**src/rtl/uart_pkg.sv**
```systemverilog
// Shared UART definitions: frame shape, receiver/transmitter state encodings and bit timing.
package uart_pkg;

    localparam int unsigned DATA_BITS = 8;
    localparam int unsigned STOP_BITS = 1;
    localparam int unsigned IDX_W     = $clog2(DATA_BITS);

    typedef enum logic [2:0] {
        StIdle     = 3'd0,
        StStart    = 3'd1,
        StData     = 3'd2,
        StStop     = 3'd3,
        StCleanup  = 3'd4,
        StWaitHigh = 3'd5
    } rx_state_e;

    typedef enum logic [2:0] {
        TxIdle    = 3'd0,
        TxStart   = 3'd1,
        TxData    = 3'd2,
        TxStop    = 3'd3,
        TxCleanup = 3'd4
    } tx_state_e;

    // Count at which the start bit is re-checked, i.e. roughly mid-bit.
    function automatic int unsigned half_bit(input int unsigned clks_per_bit);
        return (clks_per_bit - 1) / 2;
    endfunction

endpackage

```
**src/rtl/uart_rx_if.sv**
```systemverilog
// Serial line input and received-data outputs of the UART receiver.
interface uart_rx_if;
    import uart_pkg::*;

    logic                 i_RX_Serial;
    logic                 o_RX_DV;
    logic [DATA_BITS-1:0] o_RX_Byte;
    logic                 o_RX_Framing_Err;
    logic                 o_RX_Active;

    modport master (
        input  i_RX_Serial,
        output o_RX_DV,
        output o_RX_Byte,
        output o_RX_Framing_Err,
        output o_RX_Active
    );

    modport slave (
        output i_RX_Serial,
        input  o_RX_DV,
        input  o_RX_Byte,
        input  o_RX_Framing_Err,
        input  o_RX_Active
    );

endinterface

```
**src/rtl/uart_rx_sync.sv**
```systemverilog
// Two-flop synchroniser for asynchronous inputs, with a configurable reset value.
module uart_rx_sync #(
    parameter int unsigned      WIDTH     = 1,
    parameter logic [WIDTH-1:0] RESET_VAL = '1
) (
    input  logic             i_Clock,
    input  logic             i_Rst_L,
    input  logic [WIDTH-1:0] raw,
    output logic [WIDTH-1:0] synced
);

    logic [WIDTH-1:0] meta_q;
    logic [WIDTH-1:0] sync_q;

    always_ff @(posedge i_Clock or negedge i_Rst_L) begin
        if (!i_Rst_L) begin
            meta_q <= RESET_VAL;
            sync_q <= RESET_VAL;
        end else begin
            meta_q <= raw;
            sync_q <= meta_q;
        end
    end

    assign synced = sync_q;

endmodule

```
**src/rtl/uart_rx.sv**
```systemverilog
// 8N1 UART receiver: synchronises the line, qualifies the start bit and samples bits mid-bit.
module uart_rx
    import uart_pkg::*;
#(
    parameter int unsigned CLKS_PER_BIT = 434
) (
    input  logic      i_Clock,
    input  logic      i_Rst_L,
    uart_rx_if.master bus
);

    localparam int unsigned      CNT_W    = $clog2(CLKS_PER_BIT) + 1;
    localparam logic [CNT_W-1:0] HALF     = CNT_W'(half_bit(CLKS_PER_BIT));
    localparam logic [CNT_W-1:0] LAST     = CNT_W'(CLKS_PER_BIT - 1);
    localparam logic [IDX_W-1:0] LAST_IDX = IDX_W'(DATA_BITS - 1);

    logic                 rx_s;
    rx_state_e            state_q, state_d;
    logic [CNT_W-1:0]     cnt_q, cnt_d;
    logic [IDX_W-1:0]     idx_q, idx_d;
    logic [DATA_BITS-1:0] shift_q, shift_d;
    logic [DATA_BITS-1:0] byte_q, byte_d;
    logic                 dv_q, dv_d;
    logic                 ferr_q, ferr_d;
    logic                 active_q, active_d;

    // Reset value 1 keeps reset release from looking like a start bit.
    uart_rx_sync #(
        .WIDTH    (1),
        .RESET_VAL(1'b1)
    ) u_sync (
        .i_Clock(i_Clock),
        .i_Rst_L(i_Rst_L),
        .raw    (bus.i_RX_Serial),
        .synced (rx_s)
    );

    always_ff @(posedge i_Clock or negedge i_Rst_L) begin
        if (!i_Rst_L) begin
            state_q  <= StIdle;
            cnt_q    <= '0;
            idx_q    <= '0;
            shift_q  <= '0;
            byte_q   <= '0;
            dv_q     <= 1'b0;
            ferr_q   <= 1'b0;
            active_q <= 1'b0;
        end else begin
            state_q  <= state_d;
            cnt_q    <= cnt_d;
            idx_q    <= idx_d;
            shift_q  <= shift_d;
            byte_q   <= byte_d;
            dv_q     <= dv_d;
            ferr_q   <= ferr_d;
            active_q <= active_d;
        end
    end

    always_comb begin
        state_d  = state_q;
        cnt_d    = cnt_q;
        idx_d    = idx_q;
        shift_d  = shift_q;
        byte_d   = byte_q;
        dv_d     = 1'b0;
        ferr_d   = 1'b0;
        active_d = active_q;

        case (state_q)
            StIdle: begin
                cnt_d = '0;
                idx_d = '0;
                if (!rx_s) begin
                    state_d = StStart;
                end
            end

            StStart: begin
                if (cnt_q == HALF) begin
                    cnt_d = '0;
                    if (!rx_s) begin
                        active_d = 1'b1;
                        state_d  = StData;
                    end else begin
                        state_d = StIdle;
                    end
                end else begin
                    cnt_d = cnt_q + CNT_W'(1);
                end
            end

            StData: begin
                if (cnt_q == LAST) begin
                    cnt_d          = '0;
                    shift_d[idx_q] = rx_s;
                    if (idx_q == LAST_IDX) begin
                        state_d = StStop;
                    end else begin
                        idx_d = idx_q + IDX_W'(1);
                    end
                end else begin
                    cnt_d = cnt_q + CNT_W'(1);
                end
            end

            StStop: begin
                if (cnt_q == LAST) begin
                    cnt_d    = '0;
                    active_d = 1'b0;
                    if (rx_s) begin
                        byte_d  = shift_q;
                        dv_d    = 1'b1;
                        state_d = StCleanup;
                    end else begin
                        ferr_d  = 1'b1;
                        state_d = StWaitHigh;
                    end
                end else begin
                    cnt_d = cnt_q + CNT_W'(1);
                end
            end

            StCleanup: begin
                state_d = StIdle;
            end

            // A held-low line (break) waits here without further strobes.
            StWaitHigh: begin
                if (rx_s) begin
                    state_d = StIdle;
                end
            end

            default: begin
                state_d = StIdle;
            end
        endcase
    end

    assign bus.o_RX_DV          = dv_q;
    assign bus.o_RX_Byte        = byte_q;
    assign bus.o_RX_Framing_Err = ferr_q;
    assign bus.o_RX_Active      = active_q;

endmodule

```
**src/flat_wrapper.sv**
```systemverilog
// flat-port wrapper written by rule: the top's interface ports become plain ports
module uart_rx_flat import uart_pkg::*;
#(
    parameter int unsigned CLKS_PER_BIT = 434
)
  (i_Clock, i_Rst_L, bus_i_RX_Serial, bus_o_RX_DV, bus_o_RX_Byte, bus_o_RX_Framing_Err, bus_o_RX_Active);
  uart_rx_if bus_i ();
  input  logic i_Clock;
  input  logic i_Rst_L;
  input wire logic [$bits(bus_i.i_RX_Serial)-1:0] bus_i_RX_Serial;
  output wire logic [$bits(bus_i.o_RX_DV)-1:0] bus_o_RX_DV;
  output wire logic [$bits(bus_i.o_RX_Byte)-1:0] bus_o_RX_Byte;
  output wire logic [$bits(bus_i.o_RX_Framing_Err)-1:0] bus_o_RX_Framing_Err;
  output wire logic [$bits(bus_i.o_RX_Active)-1:0] bus_o_RX_Active;
  assign bus_i.i_RX_Serial = bus_i_RX_Serial;
  assign bus_o_RX_DV = bus_i.o_RX_DV;
  assign bus_o_RX_Byte = bus_i.o_RX_Byte;
  assign bus_o_RX_Framing_Err = bus_i.o_RX_Framing_Err;
  assign bus_o_RX_Active = bus_i.o_RX_Active;
  uart_rx #(.CLKS_PER_BIT(CLKS_PER_BIT)) u_core (.i_Clock(i_Clock), .i_Rst_L(i_Rst_L), .bus(bus_i));
endmodule
```
**config.mk**
```make
export PLATFORM = sky130hd
export DESIGN_NAME = uart_rx_flat
export DESIGN_NICKNAME = d
export VERILOG_FILES = /design/src/rtl/uart_pkg.sv /design/src/rtl/uart_rx_if.sv /design/src/rtl/uart_rx_sync.sv /design/src/rtl/uart_rx.sv /design/src/flat_wrapper.sv
export SDC_FILE = /design/constraint.sdc
export NUM_CORES = 1
export LEC_CHECK = 0
export CAP_MARGIN = 20
export CORE_MARGIN = 4
export CORE_UTILIZATION = 28
export DETAILED_ROUTE_END_ITERATION = 8
export PLACE_DENSITY = 0.54
export SYNTH_ARGS = -nofsm -noshare
export SYNTH_HDL_FRONTEND = slang
export SYNTH_SLANG_ARGS = --single-unit
```
**constraint.sdc**
```tcl
create_clock -name i_Clock -period 2.1 [get_ports i_Clock]
set_clock_uncertainty 0.05 [all_clocks]
set_input_delay 0.63 -clock i_Clock [delete_from_list [all_inputs] [get_ports i_Clock]]
set_output_delay 0.63 -clock i_Clock [all_outputs]
set_load 0.02 [all_outputs]
```
[After elaboration in Yosys (flattened, before gate mapping)]
Cells that the tools add are included.
Operators by class
  add/subtract/negate cells: 2
  $lt $le $gt $ge: 2
  eq/ne operators: 15
  multiplexer cells: 28
  reduce and logical (&&, ||, !) cells: 11
Operators with widths (count)
  case mux 10 bit (3 select lines): 1
  two-way mux 3 bit: 8
  two-way mux 10 bit: 2
  case mux 3 bit (5 select lines): 1
  two-way mux 1 bit: 11
  adder 10 x 1 -> 10 bit, second input constant: 1
  equality test 10 x 8 -> 1 bit, second input constant: 1
  equality test 10 x 9 -> 1 bit, second input constant: 1
  bitwise mux 8 bit: 1
  inequality test 2 x 1 -> 1 bit, second input constant: 4
  inequality test 2 bit, second input constant: 4
  equality test 3 x 2 -> 1 bit, second input constant: 2
  equality test 3 bit, second input constant: 2
  case mux 3 bit (2 select lines): 1
  AND reduction 3 bit: 2
  AND reduction 6 bit: 1
  less-than comparator 3 x 4 -> 1 bit, second input constant: 1
  AND reduction 4 bit: 1
  nonzero test 2 bit: 2
  adder 3 x 1 -> 3 bit, second input constant: 1
  demux 1 bit (select 3 bit): 1
  equality test 3 x 1 -> 1 bit, second input constant: 1
  >= comparator 3 x 1 -> 1 bit, second input constant: 1
  zero test 3 bit: 1
  6 further kinds: 6
Storage, ports and cells
  bits in registers: 37
  bits of input ports: 3
  output and inout port bits: 11
  word-level logic and storage cells: 68

[Depth between registers and ports, before layout]
  word-level depth: 5
  depth in mapped cells: 7
  depth with buffers taken out: 6

[Hierarchy]
From an unflattened synthesis, not the netlist that was laid out.
Second synthesis, totals
  cells, all modules: 173
  area, all modules: 1846.8 sq um
By module, submodules not included
  uart_rx: times used 1, cells each 171, area an instance 1794.2 sq um, sequential area each 875.8 sq um
  uart_rx_sync: times used 1, cells each 2, area an instance 52.6 sq um, sequential area each 52.6 sq um

[Worst setup path after synthesis]
No wires, ideal clock.
  kind: reg2reg
  start: register u_core.cnt_q[1]
  end: register u_core.byte_q[0], in the netlist u_core.bus.o_RX_Byte[0]
  library setup time: 0.125 ns
  arrival time: 1.724 ns
  data required time: 1.925 ns
  setup slack: 0.201 ns
  stages on the path, launching flop included: 8
  buffers on the path: 1
  period minus slack after synthesis: 1.899 ns
  cell sequence: dfrtp_1 > inv_1 > ha_1 > and4bb_4 > nand3_4 > or3_1 > buf_6 > mux2_4
On the way
  longest elaborated chain between the ends: 2
RTL lines
  from (decl): line uart_rx.sv:19  | logic [CNT_W-1:0] cnt_q, cnt_d;
  from (signal assigned): line uart_rx.sv:50  | cnt_q <= cnt_d;
  equality test 10 x 9 -> 1 bit: line uart_rx.sv:108  | if (cnt_q == LAST) begin
  AND reduction 3 bit (no line)
  to (signal assigned): line uart_rx.sv:53  | byte_q <= byte_d;
  to (decl): line uart_rx.sv:22  | logic [DATA_BITS-1:0] byte_q, byte_d;
Every way passes these cells.
A chain may end at the register's enable or synchronous reset.

[Worst setup path after layout]
  start: register u_core.cnt_q[1]
  end: register u_core.byte_q[5], in the netlist u_core.bus.o_RX_Byte[5]
Same word-level chain as after synthesis.

==> flow_results.org <==
** Power
- Net switching power figure :: between 200 and 300 uW
- The analysis attributes to cell leakage a power of between 0.001 and 0.0015 uW.
- Internal cell power :: 989 uW
- Combinational power share :: under 10%
- Of the total power, the clock network draws approximately two fifths.
- Per report_power, the sequential group accounts for 56.5% of the total.
- Switch share :: between 20% and 30%
- Max VDD drop :: just over 0.2 mV
- PwrDens :: 532 mW/mm^2

** Yosys
- Area of the mapped netlist :: 0.00198 mm^2
- Yosys cell types :: 42
- Post-synthesis instance total :: 184
- Biggest area consumer among synthesized cells :: dfrtp_1
- Fraction of synthesized cell area taken by the top area cell type :: 44.2%
- Post-Synthesis Mean Instance Area :: ~11 um^2
- The most common cell in the synthesized netlist is dfrtp_1.
- Counting flops and latches in the post-synthesis netlist gives 37.
- Sequential area share after synthesis :: a little under half
- Number of synthesized flops with an enable pin :: 0
- The number of nets in the synthesized netlist is 192.
- In the synthesized netlist, the cells that appear most often are 35 x dfrtp_1, 18 x nand2_1, 16 x o21ai_0.
- Ys flop type :: dfrtp_1
- Number of synthesis warnings :: 0
- By area the synthesized netlist is led by dfrtp_1 44%, mux2_4 6.1%, o21ai_0 4.0%.
- For this run, asynchronously set or reset flops after synthesis account for 100%.

** Layout
- Layout overhead on the synthesized area :: 20.4%
- Of the cells placed in the final design, the portion with a size suffix greater than 1 is 25.7%.
- 0 antenna diodes ended up in the layout.
- Once layout is complete, the cells apart from fillers number about 310.
- For this run, the share of the core covered by cells in the final layout is a little over a third.
- The final layout contains 217 nets.

** Timing
- The hold violation count in the final report came to 0.
- Setup repair after global routing missed its margin :: no
- The worst path needs roughly 2.0 ns of the cycle, external delays included.
- Final setup violation count :: 0
- After layout, the worst path uses 94.6% of the clock period.
- Total Negative Setup Slacks :: 0 ns
- The final number of max-transition violations came to 0.
- Fmax achieved :: 0.503 GHz
- Worst Tran Pin Value :: 0.472 ns
- Headroom to the max-slew limit came out at 68.5%.

** Global route
- The global routing stage identified its most utilized layer as met2.
- For this run, global-route usage on met3 was measured as 2.13%.
- Met2 Usage GRT :: between 10% and 20%
- GRT overflow :: 0
- Pin count of the biggest net entering global routing :: 20
- Initial antenna violation count :: 0
- Global routing used 10.3% of the available tracks across all layers.
- The via count of the first global-routing pass was 1371.
- For this run, global-route usage on met1 was measured as 14.5%.
- The first global-routing pass estimated 7.02 mm of wire.

** Floorplan
- The floorplan step defined a core boundary enclosing approximately 0.0068 mm^2.
- Die height :: 92.1 um
- 14 I/O pins were placed.
- Once the floorplan was initialized, standard cells occupied ~29% of the core.
- The floorplan step defined a die boundary enclosing 0.00848 mm^2.
- Row generation in the floorplan step produced 30 rows.
- The die is 92.1 um wide.

** Clock network
- TritonCTS built the clock tree.
- For this design, the sink count on the clock tree is 37.
- Maximum buffer depth of the clock tree :: 2
- After clock tree synthesis, the repair step resized 0 gates.
- Clock latency on the worst-skew pair, taken at its later pin, is 0.29 ns.
- Root Driver :: clkbuf_8
- Counting the buffers created by CTS gives 5.
- Clock slew at the register clock pins of the worst setup and hold paths :: 0.08 ns
- # H-tree levels :: 2
- In this run the post-CTS setup repair buffer count came out at 0.
- Hold buffer count at cts :: 0

** Routing
- In this run the remaining antenna-violating nets after routing total 0.
- WL per Instance :: 13.2 um
- For this block, the via count after detailed routing is 1440.
- Number of vias per cell :: 4.71
- Detailed-route DRC error count :: 0
- After detailed routing, the total wire length is 4.05 mm.
- Detailed-router iteration count before antenna repair :: 4
- Violation count after the first detailed-route iteration :: a little under 100

** Critical path
- STA classifies the critical path startpoint as a register.
- In this run the worst path has a maximum fanout of 9.
- Among all stages on the critical path, the largest delay is contributed by dfrtp_1.
- The signal on the critical path passes through inv_1, ha_1, and4bb_4, nand3_4, or3_1, buf_4, mux2_4.
- Critical path data required time :: 2.22 ns
- Data arrives at the worst endpoint at 2.11 ns.
- Biggest cell delay along the critical path :: 0.38 ns
- Worst Setup Path Type :: reg2reg
- STA classifies the critical path endpoint as a register.

** Placement
- In this run the tool buffered the top-level ports with 13 buffer cells.
- Hpwl dp :: 2.93 mm
- Once placement completed, the tool counted placed cells totaling 298.
- At the end of routability-driven placement, the weighted congestion stood at 0.776.

** Status
- Run status :: finished clean

** Worst hold path
- Classification of the worst-slack hold path :: in2async

** Flow run
- Number of max-cap violations :: 0
registers in the layout, indices dropped and copies added (netlist names):
name                         cells
u_core.bus.o_RX_DV               1
u_core.cnt_q                    10
u_core.bus.o_RX_Active           1
u_core.idx_q                     3
u_core.u_sync.meta_q             1
u_core.shift_q                   8
u_core.u_sync.synced             1
u_core.bus.o_RX_Byte             8
u_core.bus.o_RX_Framing_Err      1
u_core.state_q                   3
area by class of cell:
class	count	area (um^2)
clock buffer	6	82.6
clock inverter	2	13.8
fill	693	4450
inverter	5	18.8
multi-input combinational	130	956
sequential	37	928
tap	96	120
timing repair buffer	30	265
layer usage:
metal / wire, um / part of all wire [%]
met1: 2050 / 51
met2: 1840 / 45
met3: 94 / 2.3
met4: 65 / 1.6
met5: 0 / 0
worst max-delay path: cells and delay by family (launching register included):
family	cells	cell delay, ns
adder cells (fa/ha/maj)	1	0.18
buffers and inverters	2	0.27
flip-flops	1	0.38
multiplexers	1	0.30
AND/OR/NAND/NOR	3	0.69
metrics by stage:
| stage | area (um^2) | hold WS [ns] | total power, uW | setup WS [ns] |
|---|---|---|---|---|
| CTS | 2380 | 0.252 | 1290 | 0.0975 |
| global placement | 2290 | 0.296 | 759 | 0.148 |
| floorplan | 1980 | 0.284 | 734 | 0.201 |
| finish | 2380 | 0.238 | 1270 | 0.114 |
| detailed placement | 2290 | 0.302 | 760 | 0.109 |
| global route | 2380 | 0.273 | 1330 | 0.0298 |
power by group through the flow:
stage / Clock [uW] / Sequential, uW / Combinational [uW]
after CTS: 547 / 716 / 29.6
final: 524 / 716 / 27.4
after global placement: 0 / 730 / 29.2
after floorplan: 0 / 730 / 3.85
after global routing: 582 / 717 / 33.1
after detailed placement: 0 / 730 / 29.5
logic make-up (layout without fill, tap and decap cells):
family                   Yosys count  count (layout)  share of synthesized area (%)
AO/OA/AOI/OAI                     33              33                           10.2
adder cells (fa/ha/maj)            5               5                           3.16
buffers and inverters             17              43                           4.86
flip-flops                        37              37                           46.9
multiplexers                      17              17                           11.1
AND/OR/NAND/NOR                   75              75                           23.8
layout by cell type, fill, tap and decap left out, drive strengths merged, types with 3 or more instances in the layout:
cell	instances
mux2	16
clkdlybuf4s50	12
and4	3
buf	18
nand3	9
o31ai	4
ha	5
o21ai	16
clkbuf	6
a31oi	3
dfrtp	35
inv	5
nor3	5
nand4	5
a22oi	5
nand2	18
nor2	10
o211ai	3
nor4	6
nor4b	3
final timing paths:
check,slack [ns],to,depth (start not counted),from
setup reg to reg,0.11,u_core.bus.o_RX_Byte[5],7,u_core.cnt_q[1]
setup / recovery,0.11,u_core.bus.o_RX_Byte[5],7,u_core.cnt_q[1]
max in group asynchronous,1.22,u_core.u_sync.synced,2,i_Rst_L
hold reg to reg,0.31,u_core.u_sync.synced,0,u_core.u_sync.meta_q
hold / removal,0.24,u_core.cnt_q[8],1,i_Rst_L
min in group i_Clock,0.31,u_core.u_sync.synced,0,u_core.u_sync.meta_q
Power figures use the tool's default switching activity.
